`src/rtl/spi_device.sv`:
```
`timescale 1ns/1ps
// spi_device: SPI mode-0 slave that decodes DW-bit frames {wr, addr, data}
// into single-cycle register accesses on the clk domain. The register data
// returned for a read is shifted out on MISO during the data phase.
//
// Ports:
//   clk, rst            system clock, asynchronous active-high reset
//   spi_sck/csn/mosi    SPI inputs, asynchronous to clk (synchronized here)
//   spi_miso            SPI read data, MSB first, 0 outside a read data phase
//   reg_req/wr/addr     one-cycle register access strobe with direction/address
//   reg_wdata           write data, valid with reg_req when reg_wr=1
//   reg_rdata           read data, sampled exactly one clk after a read reg_req
//   frame_done/err      one-cycle pulse at csn rise: full frame / wrong length
module spi_device #(
  parameter int DW = 38,
  parameter int TX = 22,
  parameter int RX = 16
) (
  input  logic          clk,
  input  logic          rst,
  input  logic          spi_sck,
  input  logic          spi_csn,
  input  logic          spi_mosi,
  output logic          spi_miso,
  output logic          reg_req,
  output logic          reg_wr,
  output logic [TX-2:0] reg_addr,
  output logic [RX-1:0] reg_wdata,
  input  logic [RX-1:0] reg_rdata,
  output logic          frame_done,
  output logic          frame_err
);

  typedef enum logic [1:0] {
    S_IDLE,
    S_HDR,
    S_DATA,
    S_DONE
  } state_t;

  localparam logic [7:0] C_TX_M1 = 8'(TX - 1);
  localparam logic [7:0] C_DW_M1 = 8'(DW - 1);
  localparam logic [7:0] C_DW    = 8'(DW);
  localparam logic [7:0] C_SAT   = 8'(DW + 1);

  // Two-flop synchronizers plus one extra stage on sck/csn for edge detection.
  logic r_sck_s1, r_sck_s2, r_sck_d;
  logic r_csn_s1, r_csn_s2, r_csn_d;
  logic r_mosi_s1, r_mosi_s2;

  state_t        r_state;
  state_t        w_state_nxt;
  logic [7:0]    r_cnt;
  // The frame MSB (write flag) is consumed straight from w_shift_nxt on the
  // last rise, so only DW-1 received bits ever need to be stored.
  logic [DW-2:0] r_shift;
  logic [DW-1:0] w_shift_nxt;
  logic [RX-1:0] r_miso_sr;
  logic          r_rd_pend;
  logic          r_rd_frame;

  logic w_sck_rise, w_sck_fall, w_csn_rise, w_csn_fall;
  logic w_sck_ok;
  logic w_rd_req, w_wr_req;

  assign w_sck_rise  =  r_sck_s2 & ~r_sck_d;
  assign w_sck_fall  = ~r_sck_s2 &  r_sck_d;
  assign w_csn_rise  =  r_csn_s2 & ~r_csn_d;
  assign w_csn_fall  = ~r_csn_s2 &  r_csn_d;
  // A rise is only honoured inside an active frame; during a csn rise cycle
  // r_csn_s2 is already high, so the csn edge wins over a coincident sck edge.
  assign w_sck_ok    = w_sck_rise & ~r_csn_s2 & (r_state != S_IDLE);
  assign w_shift_nxt = {r_shift, r_mosi_s2};

  always_ff @(posedge clk or posedge rst) begin
    if (rst) begin
      r_state <= S_IDLE;
    end else begin
      r_state <= w_state_nxt;
    end
  end

  always_comb begin
    w_state_nxt = r_state;
    w_rd_req    = 1'b0;
    w_wr_req    = 1'b0;
    if (w_csn_rise) begin
      w_state_nxt = S_IDLE;
    end else begin
      case (r_state)
        S_IDLE: begin
          if (w_csn_fall) w_state_nxt = S_HDR;
        end
        S_HDR: begin
          if (w_sck_ok && (r_cnt == C_TX_M1)) begin
            w_state_nxt = S_DATA;
            w_rd_req    = ~w_shift_nxt[TX-1];
          end
        end
        S_DATA: begin
          if (w_sck_ok && (r_cnt == C_DW_M1)) begin
            w_state_nxt = S_DONE;
            w_wr_req    = w_shift_nxt[DW-1];
          end
        end
        default: begin
          w_state_nxt = r_state;
        end
      endcase
    end
  end

  always_ff @(posedge clk or posedge rst) begin
    if (rst) begin
      r_sck_s1   <= 1'b0;
      r_sck_s2   <= 1'b0;
      r_sck_d    <= 1'b0;
      r_csn_s1   <= 1'b1;
      r_csn_s2   <= 1'b1;
      r_csn_d    <= 1'b1;
      r_mosi_s1  <= 1'b0;
      r_mosi_s2  <= 1'b0;
      r_cnt      <= 8'd0;
      r_shift    <= '0;
      r_miso_sr  <= '0;
      r_rd_pend  <= 1'b0;
      r_rd_frame <= 1'b0;
      spi_miso   <= 1'b0;
      reg_req    <= 1'b0;
      reg_wr     <= 1'b0;
      reg_addr   <= '0;
      reg_wdata  <= '0;
      frame_done <= 1'b0;
      frame_err  <= 1'b0;
    end else begin
      r_sck_s1  <= spi_sck;
      r_sck_s2  <= r_sck_s1;
      r_sck_d   <= r_sck_s2;
      r_csn_s1  <= spi_csn;
      r_csn_s2  <= r_csn_s1;
      r_csn_d   <= r_csn_s2;
      r_mosi_s1 <= spi_mosi;
      r_mosi_s2 <= r_mosi_s1;

      reg_req    <= 1'b0;
      frame_done <= 1'b0;
      frame_err  <= 1'b0;
      // Register slave returns read data on the clk after the strobe.
      r_rd_pend  <= reg_req & ~reg_wr;

      if (w_csn_fall) begin
        r_cnt      <= 8'd0;
        r_rd_frame <= 1'b0;
      end else if (w_sck_ok) begin
        if (r_cnt != C_SAT) r_cnt <= r_cnt + 8'd1;
        if (r_cnt < C_DW)   r_shift <= w_shift_nxt[DW-2:0];
      end

      if (w_rd_req) begin
        reg_req    <= 1'b1;
        reg_wr     <= 1'b0;
        reg_addr   <= w_shift_nxt[TX-2:0];
        r_rd_frame <= 1'b1;
      end
      if (w_wr_req) begin
        reg_req   <= 1'b1;
        reg_wr    <= 1'b1;
        reg_addr  <= w_shift_nxt[DW-2:RX];
        reg_wdata <= w_shift_nxt[RX-1:0];
      end

      if (w_csn_rise) begin
        spi_miso   <= 1'b0;
        r_rd_frame <= 1'b0;
        if (r_cnt == C_DW) frame_done <= 1'b1;
        else               frame_err  <= 1'b1;
      end else if (r_rd_pend) begin
        r_miso_sr <= reg_rdata;
      end else if (w_sck_fall && (r_state == S_DATA) && r_rd_frame) begin
        spi_miso  <= r_miso_sr[RX-1];
        r_miso_sr <= {r_miso_sr[RX-2:0], 1'b0};
      end
    end
  end

endmodule

```
`config.mk`:
```
export PLATFORM = sky130hd
export DESIGN_NAME = spi_device
export DESIGN_NICKNAME = d
export VERILOG_FILES = /design/src/rtl/spi_device.sv
export SDC_FILE = /design/constraint.sdc
export NUM_CORES = 1
export LEC_CHECK = 0
export ABC_AREA = 1
export ABC_CLOCK_PERIOD_IN_PS = 6450
export BUFFER_PORTS_ARGS = -buffer_cell sky130_fd_sc_hd__buf_2
export CORE_ASPECT_RATIO = 0.5
export CORE_UTILIZATION = 55
export CTS_BUF_LIST = sky130_fd_sc_hd__clkbuf_16
export DETAILED_ROUTE_END_ITERATION = 8
export PLACE_DENSITY = 0.76
export SLEW_MARGIN = 10
export SYNTH_ARGS = -nofsm -noshare
export SYNTH_HDL_FRONTEND = slang
export SYNTH_SLANG_ARGS = --single-unit
export TNS_END_PERCENT = 1
```
`constraint.sdc`:
```
create_clock -name clk -period 6.45 [get_ports clk]
set_input_delay 1.29 -clock clk [delete_from_list [all_inputs] [get_ports clk]]
set_output_delay 1.29 -clock clk [all_outputs]
set_load 0.01 [all_outputs]
```
==> metrics.md <==
| Metric | Value |
|---|---|
| Pin count of the biggest net entering global routing | `62` |
| Status | `completed` |
| Most frequent CP cell | `nand2_1` |
| Setup TNS | `0 ps` |
| Critical path cell sequence | `inv_1 > ha_1 > inv_1 > nand2_1 > nor2_2 > inv_2 > nor2_4 > nand3_4 > nand2_2 > inv_2 > nand2_1 > nand2_1` |
| Clock Tree Buf Depth | `2` |
| CTS Sinks | `~120` |
| Post-synth net total | `between 600 and 700` |
| VDD IR-drop max | `0.2007 mV` |
| Post-Synthesis Cells | `between 600 and 700` |
| Clock slew seen by the registers of the worst setup and hold paths | `about 50 ps` |
| Clock skew | `approximately 12 ps` |
| Starting Density | `roughly three fifths` |
| Min-delay worst type | `flip-flop to flip-flop` |
| Die ar. | `~0.01 mm²` |
| Port Buf Inserts | `62` |
| Die width | `around 140 µm` |
| Number of max-cap violations | `0` |
| Slowest Stage Delay on Critical Path | `570 ps` |
| Hold Crit Start | `r_mosi_s1` |
| H-tree Lvls | `4` |
| Fin area | `0.006172 mm²` |
| Drt total wl | `10770 µm` |
| #FFs+latches synth | `115` |
| WP buf/inv | `4` |
| Area growth, synth to finish | `17.23%` |
| Unrepaired setup endpoints after global routing | `false` |
| Antenna Violating Nets Remaining | `0` |
| Crit Path Class | `flip-flop to flip-flop` |
| Root buf cell | `clkbuf_16` |
| Post-synth top area share | `a little over half` |
| Seq/Total Area, Yosys | `between 50% and 60%` |
| Via count | `4208` |
| Total track usage | `23.32%` |
| Worst skew pair latency | `410 ps` |
| Max Clk Rate | `307.2 MHz` |
| Slew margin rel. | `a little under a third` |
| TritonCTS clock tree | `done` |
| Count of cell types in the netlist | `28` |
| FF-to-FF End | `reg_addr[2]` |
| Worst hold path depth | `0` |
| Detail Placement HPWL | `around 6900 µm` |
| Post-Syn Area per Cell | `around 8.5 µm²` |
| CP Data Arrival Time | `about 3500 ps` |
| Vias per cell | `between 5 and 6` |
| Number of global-route vias before repair | `between 3000 and 4000` |
| Drc violations | `0` |
| Num ports | `63` |
| Worst Hold Path EP | `r_mosi_s2` |
| Endpoints failing hold | `0` |
| Placement Cell Area | `roughly 0.0056 mm²` |
| Synthesis Warnings | `0` |
| Crit path max fanout | `55` |
| Minimum clock period | `3256 ps` |
| Worst slew pin tran | `about 1000 ps` |
| Critical path launch point type | `flip-flop` |
| CP required | `~6700 ps` |
| Pins Over Slew Limit | `0` |
| Power per cell area | `between 200 and 300 mW/mm²` |
| Total grt overflow | `0` |
| Post-CTS Hold Buffers | `0` |
| Cts repair resizes | `0` |
| First-pass GRT wire length | `~18000 µm` |
| CP Capture Type | `flip-flop` |
| WL/cell | `13.36 µm` |
| Tcrit/Tclk final | `between 50% and 60%` |
| Initial antenna violation count | `0` |
| Mapped cell area | `between 0.005 and 0.006 mm²` |
| Core Area | `roughly 0.009 mm²` |
| Setup violations, final | `0` |
| Area leader, netlist | `dfrtp_1` |
| Final core utilization | `around 69%` |
| # rows | `24` |
| CTS Buf Count | `17` |
| Share of layout cells above drive strength 1 | `between 10% and 20%` |
| R2R Setup Slk | `3190 ps` |
| Largest cells by area after synthesis | `dfrtp_1, nand2_1, nand3_1, inv_1, o21ai_0` |
| Routability Congestion | `about 0.83` |
| CP delay by family, top | `simple AND/OR/NAND/NOR gates` |
| Die height | `approximately 70 µm` |
| Slowest cell on the critical path | `nand3_4` |
| LEAKAGE | `approximately 3.3 nW` |
| Post-CTS setup buffer count | `0` |
| R2R depth | `12` |
| Reg-to-reg startpoint | `r_state[0]` |
| Antenna diodes | `0` |
| Tot Pwr | `between 1.5 and 2 mW` |
| DRT iter0 DRCs | `380` |
| Levels on crit path | `12` |
| TritonRoute pass-1 iters | `5` |
| Net count, final | `slightly above 700` |
## through the flow
stage                     cells  hold slack (ps)  worst slack (ps)
after CTS                   806            348.4              3220
after detailed placement    774            336.2              3254
final                       806            346.9              3194
after global routing        806            350.8              2792
after floorplan             623            331.2              2121
after global placement      774            334.7              3382
## kinds of logic after synthesis
group,Yosys count,share of synthesized area [%]
compound gates,62,6.702
xor+xnor,2,0.3328
buf+inv,112,8.793
flops,115,54.73
simple gates,323,27.31
fa+ha+maj,9,2.139
## state kept, by name (all words and copies together), names as in the netlist, 2 cells and up
register / flops
r_shift: 37
r_cnt: 8
r_state: 2
reg_addr: 21
r_miso_sr: 16
reg_wdata: 16
## synthesized netlist by cell type (all sizes together)
master  count
nand4      25
nand2     205
ha          9
xor2        1
o211ai     15
a31oi       1
buf        20
clkbuf     12
nor4        1
o31ai       1
nor3        2
dfrtp     112
inv        80
dfstp       3
nand3      75
xnor2       1
a21oi       4
o21ai      40
nor3b       1
o22ai       1
nor2       14
## worst register-to-register path: cells and delay by family, from the launching register on
family,cells,cell delay (ps)
flip-flops,1,400
buffers and inverters,4,520
AND/OR/NAND/NOR,7,1980
adder cells (fa/ha/maj),1,230
## how the worst max path moves through the flow
stage                              end        from  slack [ps]
after floorplan             frame_done         rst        2120
after global placement     reg_addr[5]  r_state[0]        3380
after detailed placement   reg_addr[2]  r_state[0]        3250
after CTS                  reg_addr[2]  r_state[0]        3220
after global routing      reg_addr[12]  r_state[0]        2790
final                      reg_addr[2]  r_state[0]        3190
## layout make-up
cell class,count,area [µm²]
Inverter,80,302.8
Sequential cell,115,2882
Fill cell,713,2806
Timing Repair Buffer,66,340.3
Multi-Input combinational cell,396,1924
Clock buffer,17,425.4
Tap cell,117,146.4
Clock inverter,15,151.4
## layer usage
metal  wire, µm  global-route usage (%)  share of wire [%]
met5          0                       0                  0
met4        154                   8.303                1.4
met3        615                   6.703                5.7
met2       4660                   34.06                 43
met1       5340                   33.45                 50
## layout by cell type, fill, tap and decap left out, types with 2 or more instances in the layout
cell type,instances
a21oi_1,3
buf_2,62
buf_4,4
bufinv_16,3
clkbuf_16,17
clkinv_2,3
clkinvlp_4,2
dfrtp_1,112
dfstp_2,3
ha_1,9
inv_1,80
inv_2,4
nand2_1,202
nand2_2,3
nand3_1,73
nand4_1,25
nor2_1,10
nor2_2,2
nor2_4,2
nor3_1,2
o211ai_1,15
o21ai_0,40
## report_power, final
part | switching (mW) | total (mW) | internal [mW]
Clock | 0.316 | 0.913 | 0.596
Sequential | 0.0197 | 0.767 | 0.747
Combinational | 0.100 | 0.148 | 0.0477
No activity file was read; power rests on OpenSTA's default activity.
